### src/rtl/scancode_tx_if.sv
// Byte-stream link between the scan-code serializer and its consumer.
//   dout       : byte presented by the master
//   dout_valid : dout holds a valid byte
//   dout_ready : consumer accepts; transfer on a rising edge with valid & ready
interface scancode_tx_if;
    logic [7:0] dout;
    logic       dout_valid;
    logic       dout_ready;

    modport master (
        output dout,
        output dout_valid,
        input  dout_ready
    );

    modport slave (
        input  dout,
        input  dout_valid,
        output dout_ready
    );
endinterface

### src/rtl/scancode_tx.sv
// Key-event to PS/2 Set-2 scan-code byte serializer.
// Make/break events are buffered in a small FIFO and each one is emitted
// as [E0] [F0] code over a valid/ready byte link, with an idle gap after
// every accepted byte.
//   clk, resetN : clock, asynchronous active-low reset
//   key_code    : {ext, code[7:0]}, sampled when make or brakk is high
//   make, brakk : one-cycle key-press / key-release strobes (make wins)
//   bus         : master side of the byte link (dout, dout_valid, dout_ready)
//   busy        : FSM not idle or FIFO non-empty (combinational)
//   overflow    : sticky, an event was dropped on a full FIFO
//   bad_code    : one-cycle pulse, an event was rejected for an invalid code
module scancode_tx #(
    parameter int unsigned DEPTH      = 4,
    parameter int unsigned GAP_CYCLES = 2
) (
    input  logic                 clk,
    input  logic                 resetN,
    input  logic [8:0]           key_code,
    input  logic                 make,
    input  logic                 brakk,
    scancode_tx_if.master        bus,
    output logic                 busy,
    output logic                 overflow,
    output logic                 bad_code
);

    localparam int unsigned AW = (DEPTH > 1) ? $clog2(DEPTH) : 1;
    localparam int unsigned CW = AW + 1;
    localparam int unsigned GW = (GAP_CYCLES > 1) ? $clog2(GAP_CYCLES) : 1;
    localparam logic [GW-1:0] GAP_LOAD = (GAP_CYCLES == 0) ? '0 : GW'(GAP_CYCLES - 1);

    localparam logic [7:0] BYTE_EXT = 8'hE0;
    localparam logic [7:0] BYTE_REL = 8'hF0;
    localparam logic [7:0] CODE_MAX = 8'h83;

    typedef struct packed {
        logic       is_break;
        logic       ext;
        logic [7:0] code;
    } key_ev_t;

    typedef enum logic [2:0] {
        S_IDLE      = 3'd0,
        S_LOAD      = 3'd1,
        S_SEND_EXT  = 3'd2,
        S_SEND_REL  = 3'd3,
        S_SEND_CODE = 3'd4,
        S_GAP       = 3'd5
    } state_t;

    // ------------------------------------------------------------------
    // Event capture
    // ------------------------------------------------------------------
    logic    ev_strobe;
    logic    code_ok;
    logic    fifo_full;
    logic    fifo_empty;
    logic    push;
    logic    pop;
    key_ev_t in_ev;

    assign ev_strobe = make | brakk;
    assign code_ok   = (key_code[7:0] != 8'h00) && (key_code[7:0] <= CODE_MAX);
    assign push      = ev_strobe & code_ok & ~fifo_full;

    // make has priority when both strobes are high
    assign in_ev.is_break = ~make;
    assign in_ev.ext      = key_code[8];
    assign in_ev.code     = key_code[7:0];

    // ------------------------------------------------------------------
    // Event FIFO
    // ------------------------------------------------------------------
    key_ev_t         mem [DEPTH];
    logic [AW-1:0]   wr_ptr_q;
    logic [AW-1:0]   rd_ptr_q;
    logic [CW-1:0]   count_q;

    assign fifo_full  = (count_q == CW'(DEPTH));
    assign fifo_empty = (count_q == '0);

    // Storage array, written only on accepted events
    always_ff @(posedge clk) begin
        if (push) begin
            mem[wr_ptr_q] <= in_ev;
        end
    end

    // Pointers wrap naturally because DEPTH is a power of two
    always_ff @(posedge clk or negedge resetN) begin
        if (!resetN) begin
            wr_ptr_q <= '0;
            rd_ptr_q <= '0;
            count_q  <= '0;
        end else begin
            if (push) begin
                wr_ptr_q <= wr_ptr_q + AW'(1);
            end
            if (pop) begin
                rd_ptr_q <= rd_ptr_q + AW'(1);
            end
            if (push && !pop) begin
                count_q <= count_q + CW'(1);
            end else if (pop && !push) begin
                count_q <= count_q - CW'(1);
            end
        end
    end

    // Status flags: full is judged before any same-cycle pop
    always_ff @(posedge clk or negedge resetN) begin
        if (!resetN) begin
            overflow <= 1'b0;
            bad_code <= 1'b0;
        end else begin
            overflow <= overflow | (ev_strobe & code_ok & fifo_full);
            bad_code <= ev_strobe & ~code_ok;
        end
    end

    // ------------------------------------------------------------------
    // Serializer FSM
    // ------------------------------------------------------------------
    state_t        state_q;
    state_t        state_d;
    state_t        after_q;
    state_t        after_d;
    logic [GW-1:0] gap_q;
    logic [GW-1:0] gap_d;
    key_ev_t       ev_q;
    key_ev_t       ev_d;
    logic [7:0]    dout_q;
    logic [7:0]    dout_d;
    logic          valid_q;
    logic          valid_d;
    logic          xfer;
    logic          advance;
    state_t        target;

    assign xfer = valid_q & bus.dout_ready;

    // State, event and registered byte-link outputs
    always_ff @(posedge clk or negedge resetN) begin
        if (!resetN) begin
            state_q <= S_IDLE;
            after_q <= S_IDLE;
            gap_q   <= '0;
            ev_q    <= '0;
            dout_q  <= 8'h00;
            valid_q <= 1'b0;
        end else begin
            state_q <= state_d;
            after_q <= after_d;
            gap_q   <= gap_d;
            ev_q    <= ev_d;
            dout_q  <= dout_d;
            valid_q <= valid_d;
        end
    end

    // Next state, FIFO pop, and output values derived from the next state
    always_comb begin
        state_d = state_q;
        after_d = after_q;
        gap_d   = gap_q;
        ev_d    = ev_q;
        pop     = 1'b0;
        advance = 1'b0;
        target  = S_IDLE;
        dout_d  = dout_q;
        valid_d = 1'b0;

        case (state_q)
            S_IDLE: begin
                if (!fifo_empty) begin
                    pop     = 1'b1;
                    ev_d    = mem[rd_ptr_q];
                    state_d = S_LOAD;
                end
            end
            S_LOAD: begin
                if (ev_q.ext) begin
                    state_d = S_SEND_EXT;
                end else if (ev_q.is_break) begin
                    state_d = S_SEND_REL;
                end else begin
                    state_d = S_SEND_CODE;
                end
            end
            S_SEND_EXT: begin
                if (xfer) begin
                    advance = 1'b1;
                    target  = ev_q.is_break ? S_SEND_REL : S_SEND_CODE;
                end
            end
            S_SEND_REL: begin
                if (xfer) begin
                    advance = 1'b1;
                    target  = S_SEND_CODE;
                end
            end
            S_SEND_CODE: begin
                if (xfer) begin
                    advance = 1'b1;
                    target  = S_IDLE;
                end
            end
            S_GAP: begin
                if (gap_q == '0) begin
                    state_d = after_q;
                end else begin
                    gap_d = gap_q - GW'(1);
                end
            end
            default: begin
                state_d = S_IDLE;
            end
        endcase

        // After a transfer either idle for the gap or go straight on
        if (advance) begin
            if (GAP_CYCLES == 0) begin
                state_d = target;
            end else begin
                state_d = S_GAP;
                after_d = target;
                gap_d   = GAP_LOAD;
            end
        end

        // Byte shown follows the state being entered, so it stays put while held
        case (state_d)
            S_SEND_EXT: begin
                dout_d  = BYTE_EXT;
                valid_d = 1'b1;
            end
            S_SEND_REL: begin
                dout_d  = BYTE_REL;
                valid_d = 1'b1;
            end
            S_SEND_CODE: begin
                dout_d  = ev_q.code;
                valid_d = 1'b1;
            end
            default: begin
                valid_d = 1'b0;
            end
        endcase
    end

    assign bus.dout       = dout_q;
    assign bus.dout_valid = valid_q;
    assign busy           = (state_q != S_IDLE) | ~fifo_empty;

endmodule

### src/flat_wrapper.sv
// flat-port wrapper written by rule: the top's interface ports become plain ports
module scancode_tx_flat 
#(
    parameter int unsigned DEPTH      = 4,
    parameter int unsigned GAP_CYCLES = 2
)
  (clk, resetN, key_code, make, brakk, busy, overflow, bad_code, bus_dout, bus_dout_valid, bus_dout_ready);
  scancode_tx_if bus_i ();
  input  logic clk;
  input  logic resetN;
  input  logic [8:0] key_code;
  input  logic make;
  input  logic brakk;
  output logic busy;
  output logic overflow;
  output logic bad_code;
  output wire logic [$bits(bus_i.dout)-1:0] bus_dout;
  output wire logic [$bits(bus_i.dout_valid)-1:0] bus_dout_valid;
  input wire logic [$bits(bus_i.dout_ready)-1:0] bus_dout_ready;
  assign bus_dout = bus_i.dout;
  assign bus_dout_valid = bus_i.dout_valid;
  assign bus_i.dout_ready = bus_dout_ready;
  scancode_tx #(.DEPTH(DEPTH), .GAP_CYCLES(GAP_CYCLES)) u_core (.clk(clk), .resetN(resetN), .key_code(key_code), .make(make), .brakk(brakk), .bus(bus_i), .busy(busy), .overflow(overflow), .bad_code(bad_code));
endmodule
### config.mk
export PLATFORM = sky130hd
export DESIGN_NAME = scancode_tx_flat
export DESIGN_NICKNAME = d
export VERILOG_FILES = /design/src/rtl/scancode_tx_if.sv /design/src/rtl/scancode_tx.sv /design/src/flat_wrapper.sv
export SDC_FILE = /design/constraint.sdc
export NUM_CORES = 1
export LEC_CHECK = 0
export BUFFER_PORTS_ARGS = -buffer_cell sky130_fd_sc_hd__buf_2
export CORE_ASPECT_RATIO = 1.25
export CORE_MARGIN = 3
export CORE_UTILIZATION = 27
export DETAILED_ROUTE_END_ITERATION = 10
export GPL_ROUTABILITY_DRIVEN = 0
export GPL_TIMING_DRIVEN = 0
export HOLD_SLACK_MARGIN = 0.12
export SYNTH_ARGS = -nofsm -noshare
export SYNTH_HDL_FRONTEND = slang
export SYNTH_SLANG_ARGS = --single-unit
### constraint.sdc
create_clock -name clk -period 4.8 [get_ports clk]
set_clock_uncertainty 0.05 [all_clocks]
set_input_delay 0.24 -clock clk [delete_from_list [all_inputs] [get_ports clk]]
set_output_delay 0.24 -clock clk [all_outputs]
set_load 0.005 [all_outputs]
Word-level counts from Yosys, hierarchy flattened
Memory sizes are Yosys's and may differ from the RTL's. A register that Yosys moved wholly into a read port is not among the register bits. Index checks and enable logic that the tools add are counted.

Order comparisons: 1. Eq/ne operators: 9. Bitwise logic cells: 12. Reduce and logical (&&, ||, !) cells: 16. Add/sub/neg operators: 5. Multiplexer cells: 22.

Operators with widths (number): $mux 3 (9); $pmux 8 s3 (1); $eq 3x2->1 const B (4); $eq 3x3->1 const B (4); $pmux 3 s4 (1); $mux 1 (10); $le 8x8->1 const B (1); $reduce_bool 8->1 (1); $logic_not 3->1 (2); $pmux 3 s2 (1); $reduce_bool 3->1 (2); $reduce_or 3->1 (2); $and 1x1->1 (5); $add 2x1->2 const B (2); $not 1->1 (4); $reduce_bool 2->1 (2); $add 3x1->3 const B (1); $eq 3x1->1 const B (1); $logic_and 1x1->1 (3); $logic_not 1->1 (3); $or 1x1->1 (3); $sub 3x1->3 const B (1); $reduce_and 2->1 (1); $sub 1x1->1 const B (1).

Input port bits: 14. Bits in registers: 25. Output and inout bits: 12. RAM bits: 40. Memories: 1.

Memory list: u_core.mem (words 4, bits a word 10, rd ports 1, clocked after memory_dff 1, write ports 1, RTL line scancode_tx.sv:74) `key_ev_t mem [DEPTH];`.

Logic depth before layout (Yosys ltp)
Gate-level depths: netlist of the first run.

Word-level depth: 8. Depth in mapped cells: 11.

Worst setup path before layout of the first run
Ideal clock, no wire load.

Path type: in2reg. From: input port key_code[2]. To: register u_core.count_q[2]. Path buffers: 0. Required time: 4.671 ns. Arrival time: 2.418 ns. Slack: 2.253 ns. Cell stages on the path: 10. Cell sequence: or4_1 -> nor2_1 -> mux2i_1 -> o211a_2 -> ha_1 -> inv_1 -> fa_1 -> xor2_1 -> nor2_1 -> xor2_1.

Word-level cells in the longest chain between the ends: 7. Elaborated cells on any way between the ends: 10. Those cells by class: 1 x order compare; 1 x mux; 2 x bitwise; 6 x reduce/logical.

Ends and longest elaborated chain: start: declaration (RTL line flat_wrapper.sv:11) `input logic [8:0] key_code;`; $le 8x8->1 / $reduce_bool 8->1 (equally long branches) (RTL line scancode_tx.sv:63) `assign code_ok = (key_code[7:0] != 8'h00) && (key_code[7:0] <= CODE_MAX);`; $logic_and 1x1->1 (*) (RTL line scancode_tx.sv:63); $and 1x1->1 (*) (2 in a row) (RTL line scancode_tx.sv:64) `assign push = ev_strobe & code_ok & ~fifo_full;`; via u_core.push (RTL line scancode_tx.sv:58) `logic push;`; $logic_not 1->1 (RTL line scancode_tx.sv:104) `end else if (pop && !push) begin`; $logic_and 1x1->1 (RTL line scancode_tx.sv:104); $reduce_bool 2->1 (no line); end signal: assignment (RTL line scancode_tx.sv:103) `count_q <= count_q + CW'(1);`; end signal: assignment (RTL line scancode_tx.sv:105) `count_q <= count_q - CW'(1);`; end: declaration (RTL line scancode_tx.sv:77) `logic [CW-1:0] count_q;`.

The timed path passes the listed nets; every way through them passes the cells marked *. A chain may end at the register's enable or synchronous reset.

Worst setup path in the final report of the first run
Same ends and word-level chain as after synthesis.

==> results.py, run 1 <==
metrics = {
    "cells_and_area": {
        "fill_cells": 1057,
        "multi_input_area_um2": 898.4,
        "regArea_um2": 2052,
        "drive_gt1_frac": 0.2461,
        "nets": 271,
        "area_growth_pct": 21.36,
        "antenna_cells": 0,
        "fin_cells": 388,
    },
    "logic_synthesis": {
        "ys.flop_type": "edfxtp_1",
        "yosysTopAreaCellShare": 0.3936,
        "async_flop_share": 0.4595,
        "syn_inst": 206,
        "avgSynthCellArea_um2": 14.81,
        "synth_area_um2": 3052,
        "synth_cell_types": 43,
        "synth_fp_nets": 226,
        "synth_top_cell_by_area": "edfxtp_1",
        "synth.yosys.warnings": 0,
        "yosysSeqAreaShare": 0.6724,
        "ys_top_cells_by_area": "edfxtp_1 (39%), dfrtp_1 (28%), mux4_2 (7.4%), ha_1 (2.1%), inv_1 (1.8%)",
        "synth_edf_count": 40,
        "synth-seq-cells": 74,
    },
    "place": {
        "hpwl_mm": 3.675,
        "io_buffers": 25,
        "dp.cells": 363,
    },
    "timing": {
        "final_hold_viol_count": 0,
        "finalMaxSlewViolations": 0,
        "max_freq_ghz": 0.3125,
        "tightest_slew_ps": 761.5,
        "rsz0062_at_grt": "false",
        "slew_headroom": 0.4924,
        "fin_crit_ps": 3200,
        "finalCritPeriodShare": 0.6666,
        "fin_tns_setup_ps": 0,
        "holdWs_ps": 136.2,
        "setup_viol": 0,
    },
    "route": {
        "vias_per_cell": 4.454,
        "drtPass1Iterations": 4,
        "routedWlPerCell_um": 13.50,
        "dr_total_vias": 1728,
        "antenna_left": 0,
        "dr.first_iter.drc_count": 75,
        "drc": 0,
        "finalWirelength_mm": 5.237,
    },
    "cts": {
        "cts_tree": "built",
        "clkLatencyLatePin_ps": 320,
        "cts_setup_buffers": 0,
        "htree_levels": 3,
        "cts_sinks": 74,
        "cts_buffers": 9,
        "clk_pin_slew_ps": 60,
        "clockBufferDepth": 2,
        "cts_root_buf": "clkbuf_16",
    },
    "critical_path": {
        "critPathMaxFanout": 7,
        "startpoint_type": "input pin",
        "worstPathRequired_ps": 5000,
        "critPathCaptureType": "flop",
        "r2r_start": "u_core.state_q[0]",
        "slowest_delay_ps": 540,
        "critPathKind": "in -> reg",
        "reg2regPathDepth": 9,
        "startpoint": "key_code[2]",
        "critPathArrivalTime_ps": 3400,
        "r2r_slack_ps": 1920,
        "path_cells": "dlygate4sd3_1 -> buf_2 -> or4_1 -> nor2_1 -> mux2i_1 -> o211a_2 -> ha_1 -> inv_1 -> fa_1 -> xor2_1 -> nor2_1 -> xor2_1",
        "rr_endpoint": "u_core.count_q[1]",
        "cp_slowest_cell": "dlygate4sd3_1",
    },
    "die": {
        "die_area_um2": 12620,
        "coreArea_um2": 10830,
        "die_w_um": 101.1,
        "io_pins": 26,
        "initial_utilization": 0.2819,
        "die_y_um": 124.9,
        "rows": 42,
    },
    "status": {
        "status": "completed",
    },
    "job": {
        "cap_violations": 0,
    },
    "global_routing": {
        "grt_antenna_before_repair": 0,
        "grt_max_degree": 35,
        "grt_use_total": 0.09219,
        "overflow": 0,
        "grt_pass1_vias": 1778,
        "grt_pass1_wl_mm": 8.914,
    },
    "min_path": {
        "min_to": "u_core.bad_code",
        "hold_start": "brakk",
        "hold_depth": 3,
        "hold_path.class": "in -> reg",
    },
    "power": {
        "leakage_nw": 1.451,
        "irDropWorstVdd_uv": 230.5,
        "powerDensity_nw_per_um2": 618.0,
    },
}
==> critical path: cells and delay by family <==
family,cells,cell delay [ps]
adders and majority gates,2,620
buffers and inverters,3,750
and+or+nand+nor,3,800
xor gates and xnor gates,2,310
muxes,1,350
AOI/OAI and AO/OA,1,330
==> logic make-up after synthesis <==
kind of cell | count (synthesis) | share of synthesized area
AOI/OAI and AO/OA | 32 | 0.07175
xor gates and xnor gates | 6 | 0.01722
adders and majority gates | 6 | 0.02706
buffers and inverters | 23 | 0.03321
DFF | 74 | 0.6724
muxes | 17 | 0.09922
and+or+nand+nor | 48 | 0.07913
==> where the power goes <==
group	total (mW)	switching (mW)	internal [mW]
combinational	0.719	0.382	0.337
sequential	0.970	0.0982	0.872
clock	0.600	0.249	0.350
==> metrics by stage <==
stage	util	power, mW	worst slack, ps	cell area (um^2)
after detailed placement	0.3087	1.719	1754	3342
after CTS	0.3421	2.329	1509	3704
after global placement	0.3087	1.694	1793	3342
after floorplan	-	1.512	2253	3052
after global routing	0.3421	2.462	1408	3704
final	0.3421	2.289	1600	3704
==> per-layer routing <==
metal	track usage	wire, um	part of all wire	vias up
met5	0	0	0	-
met4	0.05399	119	0.023	0
met3	0.02073	223	0.043	10
met2	0.1452	2635	0.50	34
met1	0.1139	2258	0.43	838
li1	-	-	-	846
==> cells in the final DEF (no fill, tap or decap), types with 2 or more instances in the layout <==
cell type,instances
a31oi_1,3
nand2b_1,2
nor2_1,11
nand2_1,15
dlygate4sd3_1,9
xor2_1,3
mux2_2,5
o211ai_1,6
ha_1,5
xnor2_1,3
dfrtp_1,34
buf_2,28
inv_1,15
edfxtp_1,40
clkinv_4,2
o21ai_0,10
nor3_1,5
clkbuf_16,9
o21ai_1,4
nor2b_1,2
and2_1,4
clkbuf_1,4
mux4_2,10
==> worst max path at each step <==
stage,slack (ps),endpoint,depth (start not counted)
after floorplan,2250,u_core.count_q[2],10
after global placement,1790,u_core.count_q[2],11
after detailed placement,1750,u_core.count_q[2],11
after CTS,1510,u_core.count_q[2],12
after global routing,1410,u_core.count_q[2],12
final,1600,u_core.count_q[2],12
==> synthesized netlist by cell type (all sizes together), types with 3 or more instances <==
master and number:
buf 5, nor3 5, nand2 15, and2 4, clkbuf 3, o21ai 14
edfxtp 40, mux4 10, mux2 6, ha 5, nor2 11, a31oi 3
dfrtp 34, xnor2 3, o211ai 7, xor2 3, inv 15
==> state kept, by name, indices dropped and copies added (netlist names), 2 cells and up <==
| signal | count |
|---|---|
| u_core.ev_q | 10 |
| u_core.after_q | 2 |
| u_core.bus.dout | 8 |
| u_core.state_q | 3 |
| u_core.rd_ptr_q | 2 |
| u_core.wr_ptr_q | 2 |
| u_core.mem | 40 |
| u_core.count_q | 3 |
==> area by class of cell <==
class / count / share of cell area
clock inverter: 6 / 0.01149
sequential: 74 / 0.5541
tap: 132 / 0.04459
clock buffer: 10 / 0.06182
buffer: 8 / 0.01216
multi-input combinational: 109 / 0.2426
inverter: 15 / 0.01520
timing repair buffer: 34 / 0.05811
==> repair_timing <==
item | CTS | global route
hold buffers | 9 | 0
gates resized for setup | 0 | 0
setup endpoints to repair | 0 | 0
hold endpoints to repair | 66 | 0
Power figures use the tool's default switching activity.
==> inputs of run 2 (changes only) <==
Clock period 4.8 ns to 2.8 ns, I/O delays scaled along.
==> results.py, run 2 (synthesis results as in run 1) <==
metrics = {
    "route": {
        "dr_wl_met3_um": 214,
        "finalWirelength_mm": 5.290,
        "dr_total_vias": 1729,
        "top_layer": "met4",
        "antenna_left": 0,
        "dr.first_iter.drc_count": 72,
        "vias_per_cell": 4.411,
        "drtPass1Iterations": 4,
        "drc": 0,
        "routedWlPerCell_um": 13.49,
        "met1Wirelength_mm": 2.294,
        "wl_met2_mm": 2.660,
    },
    "cells_and_area": {
        "multi_input_area_um2": 898.4,
        "design_area_um2": 3751,
        "drive_gt1_frac": 0.2462,
        "antenna_cells": 0,
        "regArea_um2": 2052,
        "final_cell_mix": "edfxtp_1 (40), dfrtp_1 (34), buf_2 (28)",
        "utilization": 0.3465,
        "fill_cells": 1053,
        "layout_commonest_cell": "edfxtp_1",
        "area_growth_pct": 22.92,
        "largest_reg_flops": 40,
        "fin_cells": 392,
        "nets": 275,
        "top_register": "u_core.mem",
    },
    "die": {
        "die_area_um2": 12620,
        "coreArea_um2": 10830,
        "rows": 42,
        "die_y_um": 124.9,
        "die_w_um": 101.1,
        "initial_utilization": 0.2819,
        "io_pins": 26,
    },
    "power": {
        "p_int_mw": 2.676,
        "p_sw_mw": 1.252,
        "p_sw_frac": 0.3187,
        "powerDensity_nw_per_um2": 1047,
        "p_clk_frac": 0.262,
        "seq_power_share": 0.424,
        "pwr-share-comb": 0.315,
        "irDropWorstVdd_uv": 394.0,
        "leakage_nw": 1.475,
    },
    "global_routing": {
        "grt_max_degree": 35,
        "grt_use_total": 0.09380,
        "overflow": 0,
        "grt_pass1_vias": 1824,
        "grt_pass1_wl_mm": 9.087,
        "grt_antenna_before_repair": 0,
    },
    "timing": {
        "finalMaxSlewViolations": 0,
        "fin_ws_ps": 234.7,
        "finalCritPeriodShare": 0.9162,
        "rsz0062_at_grt": "false",
        "final_hold_viol_count": 0,
        "fin_crit_ps": 2565,
        "slew_headroom": 0.4934,
        "setup_viol": 0,
        "fin_tns_setup_ps": 0,
        "tightest_slew_ps": 759.9,
        "max_freq_ghz": 0.3898,
    },
    "critical_path": {
        "path_depth": 11,
        "r2r_start": "u_core.state_q[0]",
        "critPathKind": "in -> reg",
        "reg2regPathDepth": 8,
        "slowest_delay_ps": 520,
        "rr_endpoint": "u_core.count_q[1]",
        "critPathMaxFanout": 7,
        "r2r_slack_ps": 290,
        "crit_buf_inv": 3,
        "path_delay_family": "buffers and inverters",
        "startpoint": "key_code[3]",
        "path_cells": "dlygate4sd3_1 -> buf_2 -> nor2_1 -> mux2i_1 -> o211a_2 -> ha_1 -> inv_1 -> fa_1 -> xor2_1 -> nor2_1 -> xor2_1",
        "critPathCaptureType": "flop",
        "crit_end": "u_core.count_q[2]",
        "cp_slowest_cell": "dlygate4sd3_1",
        "startpoint_type": "input pin",
        "critPathArrivalTime_ps": 2760,
        "worstPathRequired_ps": 3000,
    },
    "cts": {
        "cts_tree": "built",
        "cts_buffers": 9,
        "cts_root_buf": "clkbuf_16",
        "clk_pin_slew_ps": 60,
        "clockBufferDepth": 2,
        "clkLatencyLatePin_ps": 320,
        "cts_sinks": 74,
        "cts_setup_buffers": 0,
        "htree_levels": 3,
    },
    "status": {
        "status": "completed",
    },
    "place": {
        "place_area_um2": 3342,
        "hpwl_mm": 3.675,
        "io_buffers": 25,
        "pre_cts_ws_ps": -146.2,
        "dp.cells": 363,
    },
    "job": {
        "cap_violations": 0,
    },
    "min_path": {
        "hold_path.class": "in -> reg",
    },
}
## run 2: changes by cell type in the layout (fill, tap and decap cells not counted), sizes merged
cell / before / now
dlygate4sd3: 9 / 14
clkbuf: 13 / 12
## run 2: what timing repair did
item | 4_1_cts | 5_1_grt
hold endpoints to repair | 76 | 0
endpoints found under the setup margin | 2 | 2
resized for setup | 1 | 0
hold buffers | 14 | 0
## run 2: worst min-delay path by stage
stage	from	end	cells past startpoint
after global routing	key_code[6]	u_core.bad_code	5
after floorplan	resetN	u_core.after_q[1]	0
after CTS	key_code[6]	u_core.bad_code	5
after detailed placement	resetN	u_core.gap_q	1
final	key_code[6]	u_core.bad_code	5
after global placement	resetN	u_core.state_q[2]	1
## run 2: final cells by class
cell class / instances / share of cell area
buffer: 7 / 0.01134
clock buffer: 10 / 0.06104
clock inverter: 6 / 0.01134
inverter: 15 / 0.01501
multi-input combinational: 109 / 0.2395
sequential: 74 / 0.5470
tap: 132 / 0.04403
timing repair buffer: 39 / 0.07071
## run 2: power by group through the flow
stage	Clock (mW)	Combinational, mW	Sequential, mW
after floorplan	0	0.937	1.65
after global placement	0	1.23	1.68
after global routing	1.10	1.41	1.71
after detailed placement	0	1.26	1.69
after CTS	1.05	1.28	1.67
final	1.03	1.24	1.66
## run 2: through the flow
step,total power [mW],hold slack (ps)
after global routing,4.225,404.1
after CTS,4.000,341.2
after detailed placement,2.947,217.6
after floorplan,2.591,-205.6
final,3.928,321.2
after global placement,2.905,206.1
## run 2: tightest hold or removal path, cell delays in order
cell     delay, ps
buf_2           90
or4_1          100
nor2_1          50
mux2i_1        170
nor2_1         100
## run 2: metal layers
layer	track usage	vias up
met5	0	-
li1	-	851
met1	0.1154	828
met2	0.1491	40
met3	0.02073	10
met4	0.05399	0
